[config.mk]
export PLATFORM = sky130hd
export DESIGN_NAME = mem_access_unit_flat
export DESIGN_NICKNAME = d
export VERILOG_FILES = /design/src/rtl/mem_access_unit_if.sv /design/src/rtl/mem_access_unit.sv /design/src/flat_wrapper.sv
export SDC_FILE = /design/constraint.sdc
export NUM_CORES = 1
export LEC_CHECK = 0
export CORE_UTILIZATION = 55
export CTS_CLUSTER_SIZE = 30
export DETAILED_ROUTE_END_ITERATION = 12
export DONT_BUFFER_PORTS = 1
export GPL_ROUTABILITY_DRIVEN = 0
export PLACE_DENSITY = 0.77
export SLEW_MARGIN = 10
export SYNTH_ARGS = -nofsm -noshare
export SYNTH_HDL_FRONTEND = slang
export SYNTH_SLANG_ARGS = --single-unit
[constraint.sdc]
create_clock -name clk -period 4.2 [get_ports clk]
set_input_delay 0.21 -clock clk [delete_from_list [all_inputs] [get_ports clk]]
set_output_delay 0.21 -clock clk [all_outputs]
set_load 0.01 [all_outputs]
[src/rtl/mem_access_unit_if.sv]
// Data-memory port of the MA stage: req/ack handshake, word address,
// byte enables, write data and returned read data.
interface mem_access_unit_if #(
    parameter int ADDR_W = 32
);
    logic              mem_req;
    logic              mem_we;
    logic [ADDR_W-1:0] mem_addr;
    logic [3:0]        mem_be;
    logic [31:0]       mem_wdata;
    logic [31:0]       mem_rdata;
    logic              mem_ack;

    // The MA stage issues requests and receives completion.
    modport master (
        output mem_req,
        output mem_we,
        output mem_addr,
        output mem_be,
        output mem_wdata,
        input  mem_rdata,
        input  mem_ack
    );

    // The data memory answers requests.
    modport slave (
        input  mem_req,
        input  mem_we,
        input  mem_addr,
        input  mem_be,
        input  mem_wdata,
        output mem_rdata,
        output mem_ack
    );
endinterface

[src/rtl/mem_access_unit.sv]
// Registered memory-access stage of the 32-bit RISC pipeline.
// Accepts one EX result per transaction, issues byte/half/word loads and
// stores on a req/ack data-memory port, detects misalignment and bus
// timeouts, and registers the outcome into the MA/WB boundary. EX is
// stalled through in_ready while a memory access is outstanding.
// ADDR_W is expected in the range 3..32.
module mem_access_unit #(
    parameter int ADDR_W  = 32,
    parameter int RD_W    = 5,
    parameter int TIMEOUT = 16
) (
    input  logic                   clk,
    input  logic                   reset,
    input  logic                   in_valid,
    output logic                   in_ready,
    input  logic [31:0]            in_alu_result,
    input  logic [31:0]            in_op2,
    input  logic                   in_is_ld,
    input  logic                   in_is_st,
    input  logic [1:0]             in_size,
    input  logic                   in_unsigned,
    input  logic [RD_W-1:0]        in_rd,
    input  logic                   in_wb_en,
    mem_access_unit_if.master      mem,
    output logic                   wb_valid,
    output logic [31:0]            wb_result,
    output logic [RD_W-1:0]        wb_rd,
    output logic                   wb_en,
    output logic                   wb_misalign,
    output logic                   wb_bus_err
);

    localparam int CNT_W = (TIMEOUT > 2) ? $clog2(TIMEOUT) : 1;
    localparam logic [CNT_W-1:0] CNT_LAST = CNT_W'(TIMEOUT - 1);

    localparam logic [1:0] SZ_BYTE = 2'b00;
    localparam logic [1:0] SZ_HALF = 2'b01;
    localparam logic [1:0] SZ_WORD = 2'b10;

    typedef enum logic {
        IDLE,
        BUSY
    } state_t;

    // Byte enables for a store of the given size at byte offset off.
    function automatic logic [3:0] laneEnable(input logic [1:0] size,
                                              input logic [1:0] off);
        logic [3:0] be;
        case (size)
            SZ_BYTE: be = 4'b0001 << off;
            SZ_HALF: be = 4'b0011 << off;
            default: be = 4'b1111;
        endcase
        return be;
    endfunction

    // Store data replicated across every lane it could land in, so the
    // byte enables alone select the written bytes.
    function automatic logic [31:0] laneData(input logic [1:0]  size,
                                             input logic [31:0] op2);
        logic [31:0] data;
        case (size)
            SZ_BYTE: data = {4{op2[7:0]}};
            SZ_HALF: data = {2{op2[15:0]}};
            default: data = op2;
        endcase
        return data;
    endfunction

    // Pick the addressed byte/half out of the read word and extend it.
    function automatic logic [31:0] loadExtract(input logic [31:0] rdata,
                                                input logic [1:0]  size,
                                                input logic [1:0]  off,
                                                input logic        uns);
        logic [31:0]        shifted;
        logic signed [7:0]  byteVal;
        logic signed [15:0] halfVal;
        logic [31:0]        result;
        shifted = rdata >> {off, 3'b000};
        byteVal = shifted[7:0];
        halfVal = shifted[15:0];
        case (size)
            SZ_BYTE: result = uns ? {24'b0, byteVal} : {{24{byteVal[7]}}, byteVal};
            SZ_HALF: result = uns ? {16'b0, halfVal} : {{16{halfVal[15]}}, halfVal};
            default: result = rdata;
        endcase
        return result;
    endfunction

    // Control state
    state_t            state, stateN;
    logic [CNT_W-1:0]  cnt, cntN;

    // Request stage: memory port registers
    logic              memReq_p0, memReqN;
    logic              memWe_p0, memWeN;
    logic [ADDR_W-1:0] memAddr_p0, memAddrN;
    logic [3:0]        memBe_p0, memBeN;
    logic [31:0]       memWdata_p0, memWdataN;

    // Request stage: transaction context held while BUSY
    logic              isLd_p0, isLdN;
    logic [1:0]        size_p0, sizeN;
    logic [1:0]        off_p0, offN;
    logic              uns_p0, unsN;
    logic [RD_W-1:0]   rd_p0, rdN;
    logic              wbEnHold_p0, wbEnHoldN;
    logic [31:0]       ea_p0, eaN;

    // Writeback stage: MA/WB boundary registers
    logic              vld_p1, vldN;
    logic [31:0]       wbResult_p1, wbResultN;
    logic [RD_W-1:0]   wbRd_p1, wbRdN;
    logic              wbEn_p1, wbEnN;
    logic              misalign_p1, misalignN;
    logic              busErr_p1, busErrN;

    logic              isMem;
    logic              misaligned;

    assign in_ready = (state == IDLE);

    assign mem.mem_req   = memReq_p0;
    assign mem.mem_we    = memWe_p0;
    assign mem.mem_addr  = memAddr_p0;
    assign mem.mem_be    = memBe_p0;
    assign mem.mem_wdata = memWdata_p0;

    assign wb_valid    = vld_p1;
    assign wb_result   = wbResult_p1;
    assign wb_rd       = wbRd_p1;
    assign wb_en       = wbEn_p1;
    assign wb_misalign = misalign_p1;
    assign wb_bus_err  = busErr_p1;

    // Classify the incoming transaction: memory op and alignment.
    always_comb begin
        isMem      = in_is_ld | in_is_st;
        misaligned = (in_size == 2'b11)
                   | ((in_size == SZ_HALF) & in_alu_result[0])
                   | ((in_size == SZ_WORD) & (in_alu_result[1:0] != 2'b00));
    end

    // Next-state and next-register logic for the IDLE/BUSY controller.
    always_comb begin
        stateN      = state;
        cntN        = cnt;
        memReqN     = memReq_p0;
        memWeN      = memWe_p0;
        memAddrN    = memAddr_p0;
        memBeN      = memBe_p0;
        memWdataN   = memWdata_p0;
        isLdN       = isLd_p0;
        sizeN       = size_p0;
        offN        = off_p0;
        unsN        = uns_p0;
        rdN         = rd_p0;
        wbEnHoldN   = wbEnHold_p0;
        eaN         = ea_p0;
        vldN        = 1'b0;
        wbResultN   = wbResult_p1;
        wbRdN       = wbRd_p1;
        wbEnN       = 1'b0;
        misalignN   = 1'b0;
        busErrN     = 1'b0;

        case (state)
            IDLE: begin
                if (in_valid) begin
                    if (!isMem) begin
                        vldN      = 1'b1;
                        wbResultN = in_alu_result;
                        wbRdN     = in_rd;
                        wbEnN     = in_wb_en;
                    end else if (misaligned) begin
                        vldN      = 1'b1;
                        wbResultN = in_alu_result;
                        wbRdN     = in_rd;
                        misalignN = 1'b1;
                    end else begin
                        stateN    = BUSY;
                        cntN      = '0;
                        memReqN   = 1'b1;
                        memWeN    = ~in_is_ld;
                        memAddrN  = {in_alu_result[ADDR_W-1:2], 2'b00};
                        memBeN    = in_is_ld ? 4'b0000 : laneEnable(in_size, in_alu_result[1:0]);
                        memWdataN = in_is_ld ? 32'b0 : laneData(in_size, in_op2);
                        isLdN     = in_is_ld;
                        sizeN     = in_size;
                        offN      = in_alu_result[1:0];
                        unsN      = in_unsigned;
                        rdN       = in_rd;
                        wbEnHoldN = in_wb_en;
                        eaN       = in_alu_result;
                    end
                end
            end
            BUSY: begin
                cntN = cnt + 1'b1;
                if (mem.mem_ack) begin
                    stateN    = IDLE;
                    memReqN   = 1'b0;
                    memWeN    = 1'b0;
                    memBeN    = 4'b0000;
                    vldN      = 1'b1;
                    wbRdN     = rd_p0;
                    wbEnN     = isLd_p0 & wbEnHold_p0;
                    wbResultN = isLd_p0 ? loadExtract(mem.mem_rdata, size_p0, off_p0, uns_p0)
                                        : ea_p0;
                end else if (cnt == CNT_LAST) begin
                    stateN    = IDLE;
                    memReqN   = 1'b0;
                    memWeN    = 1'b0;
                    memBeN    = 4'b0000;
                    vldN      = 1'b1;
                    wbRdN     = rd_p0;
                    wbResultN = ea_p0;
                    busErrN   = 1'b1;
                end
            end
            default: stateN = IDLE;
        endcase
    end

    // FSM state register.
    always_ff @(posedge clk) begin
        if (reset) state <= IDLE;
        else       state <= stateN;
    end

    // Memory port and MA/WB boundary registers, all cleared by reset.
    always_ff @(posedge clk) begin
        if (reset) begin
            cnt         <= '0;
            memReq_p0   <= 1'b0;
            memWe_p0    <= 1'b0;
            memAddr_p0  <= '0;
            memBe_p0    <= 4'b0000;
            memWdata_p0 <= 32'b0;
            vld_p1      <= 1'b0;
            wbResult_p1 <= 32'b0;
            wbRd_p1     <= '0;
            wbEn_p1     <= 1'b0;
            misalign_p1 <= 1'b0;
            busErr_p1   <= 1'b0;
        end else begin
            cnt         <= cntN;
            memReq_p0   <= memReqN;
            memWe_p0    <= memWeN;
            memAddr_p0  <= memAddrN;
            memBe_p0    <= memBeN;
            memWdata_p0 <= memWdataN;
            vld_p1      <= vldN;
            wbResult_p1 <= wbResultN;
            wbRd_p1     <= wbRdN;
            wbEn_p1     <= wbEnN;
            misalign_p1 <= misalignN;
            busErr_p1   <= busErrN;
        end
    end

    // Transaction context; only meaningful while BUSY, so never reset.
    always_ff @(posedge clk) begin
        isLd_p0     <= isLdN;
        size_p0     <= sizeN;
        off_p0      <= offN;
        uns_p0      <= unsN;
        rd_p0       <= rdN;
        wbEnHold_p0 <= wbEnHoldN;
        ea_p0       <= eaN;
    end

endmodule

[src/flat_wrapper.sv]
// flat-port wrapper written by rule: the top's interface ports become plain ports
module mem_access_unit_flat 
#(
    parameter int ADDR_W  = 32,
    parameter int RD_W    = 5,
    parameter int TIMEOUT = 16
)
  (clk, reset, in_valid, in_ready, in_alu_result, in_op2, in_is_ld, in_is_st, in_size, in_unsigned, in_rd, in_wb_en, wb_valid, wb_result, wb_rd, wb_en, wb_misalign, wb_bus_err, mem_mem_req, mem_mem_we, mem_mem_addr, mem_mem_be, mem_mem_wdata, mem_mem_rdata, mem_mem_ack);
  mem_access_unit_if #(.ADDR_W(ADDR_W)) mem_i ();
  input  logic clk;
  input  logic reset;
  input  logic in_valid;
  output logic in_ready;
  input  logic [31:0] in_alu_result;
  input  logic [31:0] in_op2;
  input  logic in_is_ld;
  input  logic in_is_st;
  input  logic [1:0] in_size;
  input  logic in_unsigned;
  input  logic [RD_W-1:0] in_rd;
  input  logic in_wb_en;
  output logic wb_valid;
  output logic [31:0] wb_result;
  output logic [RD_W-1:0] wb_rd;
  output logic wb_en;
  output logic wb_misalign;
  output logic wb_bus_err;
  output wire logic [$bits(mem_i.mem_req)-1:0] mem_mem_req;
  output wire logic [$bits(mem_i.mem_we)-1:0] mem_mem_we;
  output wire logic [$bits(mem_i.mem_addr)-1:0] mem_mem_addr;
  output wire logic [$bits(mem_i.mem_be)-1:0] mem_mem_be;
  output wire logic [$bits(mem_i.mem_wdata)-1:0] mem_mem_wdata;
  input wire logic [$bits(mem_i.mem_rdata)-1:0] mem_mem_rdata;
  input wire logic [$bits(mem_i.mem_ack)-1:0] mem_mem_ack;
  assign mem_mem_req = mem_i.mem_req;
  assign mem_mem_we = mem_i.mem_we;
  assign mem_mem_addr = mem_i.mem_addr;
  assign mem_mem_be = mem_i.mem_be;
  assign mem_mem_wdata = mem_i.mem_wdata;
  assign mem_i.mem_rdata = mem_mem_rdata;
  assign mem_i.mem_ack = mem_mem_ack;
  mem_access_unit #(.ADDR_W(ADDR_W), .RD_W(RD_W), .TIMEOUT(TIMEOUT)) u_core (.clk(clk), .reset(reset), .in_valid(in_valid), .in_ready(in_ready), .in_alu_result(in_alu_result), .in_op2(in_op2), .in_is_ld(in_is_ld), .in_is_st(in_is_st), .in_size(in_size), .in_unsigned(in_unsigned), .in_rd(in_rd), .in_wb_en(in_wb_en), .mem(mem_i), .wb_valid(wb_valid), .wb_result(wb_result), .wb_rd(wb_rd), .wb_en(wb_en), .wb_misalign(wb_misalign), .wb_bus_err(wb_bus_err));
endmodule
; Word level (Yosys, flattened, before mapping)
; Index checks and enable logic that the tools add are counted.
[totals]
in_bits = 111
output_inout_bits = 112
reg_bits = 158
[classes]
addsub = 1
n_eq_ne = 10
n_mux = 56
bitwise_logic = 11
shifts = 3
reduce_logical = 9
[op_table]
columns = operator, count
row1 = 32-bit 2-to-1 mux, 9
row2 = 32-bit case mux with 2 select lines, 3
row3 = 4-bit 2-to-1 mux, 9
row4 = 32-bit by 5-bit >> shifter with 16-bit output, 1
row5 = 5-bit 2-to-1 mux, 5
row6 = 4-bit case mux with 2 select lines, 3
row7 = 1-bit 2-to-1 mux, 21
row8 = 1-bit case mux with 2 select lines, 5
row9 = 5-bit case mux with 2 select lines, 1
row10 = 4-bit AND reduction, 2
row11 = "3-bit != test, second input constant", 2
row12 = 3-bit AND reduction, 2
row13 = 1-bit NOT, 5
row14 = "4-bit by 1-bit adder with 4-bit output, second input constant", 1
row15 = "2-bit by 1-bit equality test with 1-bit output, second input constant", 2
row16 = "2-bit equality test, second input constant", 2
row17 = "4-bit equality test, second input constant", 1
row18 = 2-bit logical NOT, 2
row19 = "2-bit != test, second input constant", 2
row20 = 4-bit OR reduction, 1
row21 = "1-bit by 2-bit left shift with 4-bit output, first input constant", 1
row22 = "2-bit by 2-bit left shift with 4-bit output, first input constant", 1
row23 = 1-bit AND, 3
row24 = 1-bit OR, 3
row25 = 3 further kinds, 3

; Depth between registers and ports, before layout
[depth]
depth_word = 8
mapped_depth = 7

; Worst setup path before layout
; No wires, ideal clock.
[synth_timing]
path_type = input port to flip-flop
start = input port in_alu_result[0]
end = register u_core.ea_p0[0], enable pin
setup_slack_ns = 2.064
cell_stages = 5
arrival_ns = 1.753
t_required_ns = 3.817
path_buffers = 2
cell_sequence = buf_2 -> or3_4 -> a211o_1 -> inv_1 -> buf_2
[synth_via]
elab_chain_len = 5
elab_cells_between_ends = 7
classes_between = bitwise: 5 / reduce/logical: 2
[synth_lines]
columns = element, line
row1 = from (decl), flat_wrapper.sv:14  ; input logic [31:0] in_alu_result;
row2 = 1-bit AND or 2-bit nonzero test (tied branches), "mem_access_unit.sv:140, mem_access_unit.sv:141"
row3 = 1-bit OR or 1-bit AND (tied branches), "mem_access_unit.sv:140, mem_access_unit.sv:141"
row4 = 1-bit OR (*), mem_access_unit.sv:141  ; | ((in_size == SZ_WORD) & (in_alu_result[1:0] != 2'b00));
row5 = 1-bit NOT (no line) (*), -
row6 = 4-bit AND reduction (no line) (*), -
row7 = to (signal assigned), mem_access_unit.sv:270  ; ea_p0 <= eaN;
row8 = to (decl), mem_access_unit.sv:108  ; logic [31:0] ea_p0, eaN;
; Mark *: on every way between the ends. The rest lies on a longest branch, timed or not.
; A chain may end at the register's enable or synchronous reset.

; Worst setup path in the final report
[layout_timing]
start = register u_core.state
end = register u_core.memAddr_p0[17], in the netlist u_core.mem.mem_addr[17]
[layout_via]
elab_chain_len = 2
[layout_lines]
columns = element, line
row1 = from (decl), mem_access_unit.sv:91  ; state_t state, stateN;
row2 = from (signal assigned), mem_access_unit.sv:228  ; else state <= stateN;
row3 = 1-bit NOT (no line), -
row4 = 4-bit AND reduction (no line), -
row5 = to (signal assigned), mem_access_unit.sv:250  ; memAddr_p0 <= memAddrN;
row6 = to (decl), mem_access_unit.sv:97  ; logic [ADDR_W-1:0] memAddr_p0, memAddrN;
; Every way passes these cells.

==> results_dict.tcl <==
set metrics [dict create \
    status "finished clean" \
    required_ns 4.57 \
    p_leak_nw 2.95 \
    htreeDepth 4 \
    combinationalPowerShare_pct 10.0 \
    r2r-start "u_core.state$_SDFF_PP0_" \
    routed_wl_um 23100 \
    synth.area.top_cells "dfxtp_1 31%, edfxtp_1 17%, a21oi_1 6.1%" \
    power_density_nw_per_um2 446 \
    internal_power_mw 2.83 \
    yosysTopAreaCell "dfxtp_1" \
    p_sw_mw 0.953 \
    ys_seq_area_share_pct 48.6 \
    seqPwrFrac_pct 45.6 \
    gr-total-overflow 0 \
    power.share.clock_pct 44.4 \
    filler_cell_count 988 \
    dp_slack_ns 1.49 \
    maxSlewHeadroom_pct 13.1 \
    cts_buffers 17 \
    grt_pass1_vias 6342 \
    postSynthAreaPerCell_um2 9.23 \
    arrival_ns 3.52 \
    synth_top_area_share_pct 31.3 \
    cts_setup_buffers 0 \
    fin_setup_tns_ns 0 \
    grt_max_degree 90 \
    synth_ff_type "dfxtp_1" \
    clk_pin_slew_ns 0.06 \
    dr.pass1.iters 7 \
    crit_path_start_kind "register" \
    top_level_ports 223 \
    min_period_ns 3.16 \
    nets 908 \
    drt_iter0_drc 795 \
    ys_warn_count 0 \
    synthCells 790 \
    cp_max_fo 43 \
    grt_pass1_wl_um 34000 \
    drc_errors 0 \
    syn_area_um2 7290 \
    clockBufferDepth 2 \
    io_buffers 0 \
    synth_seq_cells 156 \
    routedWlPerCell_um 23.5 \
    initial_utilization_pct 57.1 \
    drv_slew 0 \
    critPathKind "register to register" \
    clock_latency_ns 0.43 \
    rsz0062_at_grt "false" \
    worst_clock_skew_ns 0.00706 \
    core_area_um2 12800 \
    cp_cell_sequence "nand2b_1 > a211o_2 > inv_2 > buf_12 > nand2_1 > a21oi_1 > dlygate4sd3_1" \
    rrSetupSlack_ns 1.04 \
    p_sw_share_pct 25.2 \
    worst_pin_slew_ns 1.30 \
    die_x_um 117 \
    ant_nets 0 \
    synth_edf_count 42 \
    vias 6683 \
    cts_sinks 156 \
    max-vdd-ir-drop_mv 0.280 \
    hold_viol 0 \
    rows 41 \
    antenna_found_initial 0 \
    hold_depth 2 \
    synth_common_cells "114 x dfxtp_1, 90 x nand2_1, 89 x a21oi_1, 57 x clkbuf_1, 51 x nor2_1" \
    r2r-end "u_core.mem.mem_addr[17]$_SDFFE_PP0P_" \
    cpMaxStageDelayCell "inv_2" \
    grt_usage_pct 33.1 \
    cts_tree "yes" \
    yosysMostFrequentCell "dfxtp_1" \
    async_flop_share_pct 0 \
    ctsHoldBuffers 54 \
    finalCritPeriodShare_pct 75.1 \
    fin_ws_ns 1.04 \
    dp_hpwl_um 14700 \
    finalSetupViolations 0 \
    root_buffer "clkbuf_16" \
    startpoint "u_core.state$_SDFF_PP0_" \
    hold_start "in_size[1]" \
    drive_gt1_share_pct 7.54 \
    cts_resized 0 \
    yosysUniqueCellTypes 54 \
    fmax_mhz 317 \
    fp.dieArea_um2 13700 \
    final_util_pct 66.5 \
    antenna_cells 0 \
    slowest_delay_ns 0.63 \
    worstHoldPathType "primary input to register" \
    timing.hold.worst_endpoint "u_core.mem.mem_be[0]$_SDFFE_PP0P_" \
    via_per_inst 6.81 \
    reg2reg_depth 7 \
    synthToLayoutAreaGrowth_pct 16.4 \
    end_kind "register" \
    maxCapViolations 0 \
    die_h_um 117 \
]
-- layout make-up --
cell class	count	area [um^2]	area share, %
clock buffer	19	464	5.47
clock inverter	13	183	2.15
inverter	14	52.6	0.619
multi-input combinational	548	3420	40.3
sequential	156	3540	41.7
tap	172	215	2.53
timing repair buffer	59	608	7.16
-- power groups by stage --
stage          clock network, mW  logic [mW]  registers [mW]
5_1_grt                     1.75       0.407            1.73
3_5_place_dp                   0       0.302            1.76
4_1_cts                     1.69       0.369            1.72
2_1_floorplan                  0       0.272            1.73
6_report                    1.68       0.378            1.72
3_3_place_gp                   0       0.288            1.75
-- flip-flops by register name, indices dropped and copies added, names as in the netlist, 2 cells and up --
signal / flops
u_core.ea_p0: 32
u_core.rd_p0: 5
u_core.wb_rd: 5
u_core.wb_result: 32
u_core.mem.mem_be: 4
u_core.mem.mem_addr: 30
u_core.cnt: 4
u_core.size_p0: 2
u_core.mem.mem_wdata: 32
-- how the worst max path moves through the flow --
stage	endpoint	slack [ns]
floorplan	u_core.ea_p0[0]$_DFFE_PP_	2.06
global placement	u_core.wb_result[28]$_SDFFE_PP0P_	1.59
detailed placement	u_core.wb_result[29]$_SDFFE_PP0P_	1.49
CTS	u_core.mem.mem_addr[17]$_SDFFE_PP0P_	1.09
global route	u_core.mem.mem_addr[17]$_SDFFE_PP0P_	0.88
finish	u_core.mem.mem_addr[17]$_SDFFE_PP0P_	1.04
-- critical path: cells and delay by family, from the launching register on --
family | cells | cell delay, ns
AO/OA/AOI/OAI | 2 | 0.61
buffers and inverters | 3 | 1.50
flip-flops | 1 | 0.31
AND/OR/NAND/NOR | 2 | 0.66
-- layout by cell type (no fill, tap or decap), types with 17 or more instances in the layout --
| cell type | n |
|---|---|
| dfxtp_1 | 114 |
| o211ai_1 | 19 |
| a221oi_1 | 19 |
| clkbuf_16 | 18 |
| nand2b_1 | 23 |
| o21ai_0 | 33 |
| nand2_1 | 90 |
| a21oi_1 | 88 |
| nor3_1 | 18 |
| mux2i_1 | 17 |
| nor2_1 | 50 |
| edfxtp_1 | 42 |
| dlygate4sd3_1 | 53 |
-- routing by layer --
metal  global-route usage (%)  up-vias  wire length, um
li1                         -     2984                -
met1                     39.9     3180             8440
met4                     15.6        0              835
met5                        0        -                0
met2                     53.2      441            11000
met3                     11.2       78             2810
-- stage by stage --
stage                     std cells  hold slack, ns  total power, mW  cell area [um^2]
after floorplan                 791           0.309             2.00              7300
after global placement          895           0.287             2.04              7290
after detailed placement        895           0.290             2.06              7290
after CTS                       981          0.0116             3.78              8490
after global routing            981          0.0256             3.89              8490
final                           981          0.0209             3.78              8490
-- kinds of logic after synthesis --
family | count (synthesis) | synth area share (%)
AND/OR/NAND/NOR | 252 | 17.3
buffers and inverters | 87 | 4.87
flip-flops | 156 | 48.6
adder cells (fa/ha/maj) | 1 | 0.172
other | 1 | 0.0514
multiplexers | 25 | 3.88
AO/OA/AOI/OAI | 268 | 25.2
No activity file was read; power rests on OpenSTA's default activity.
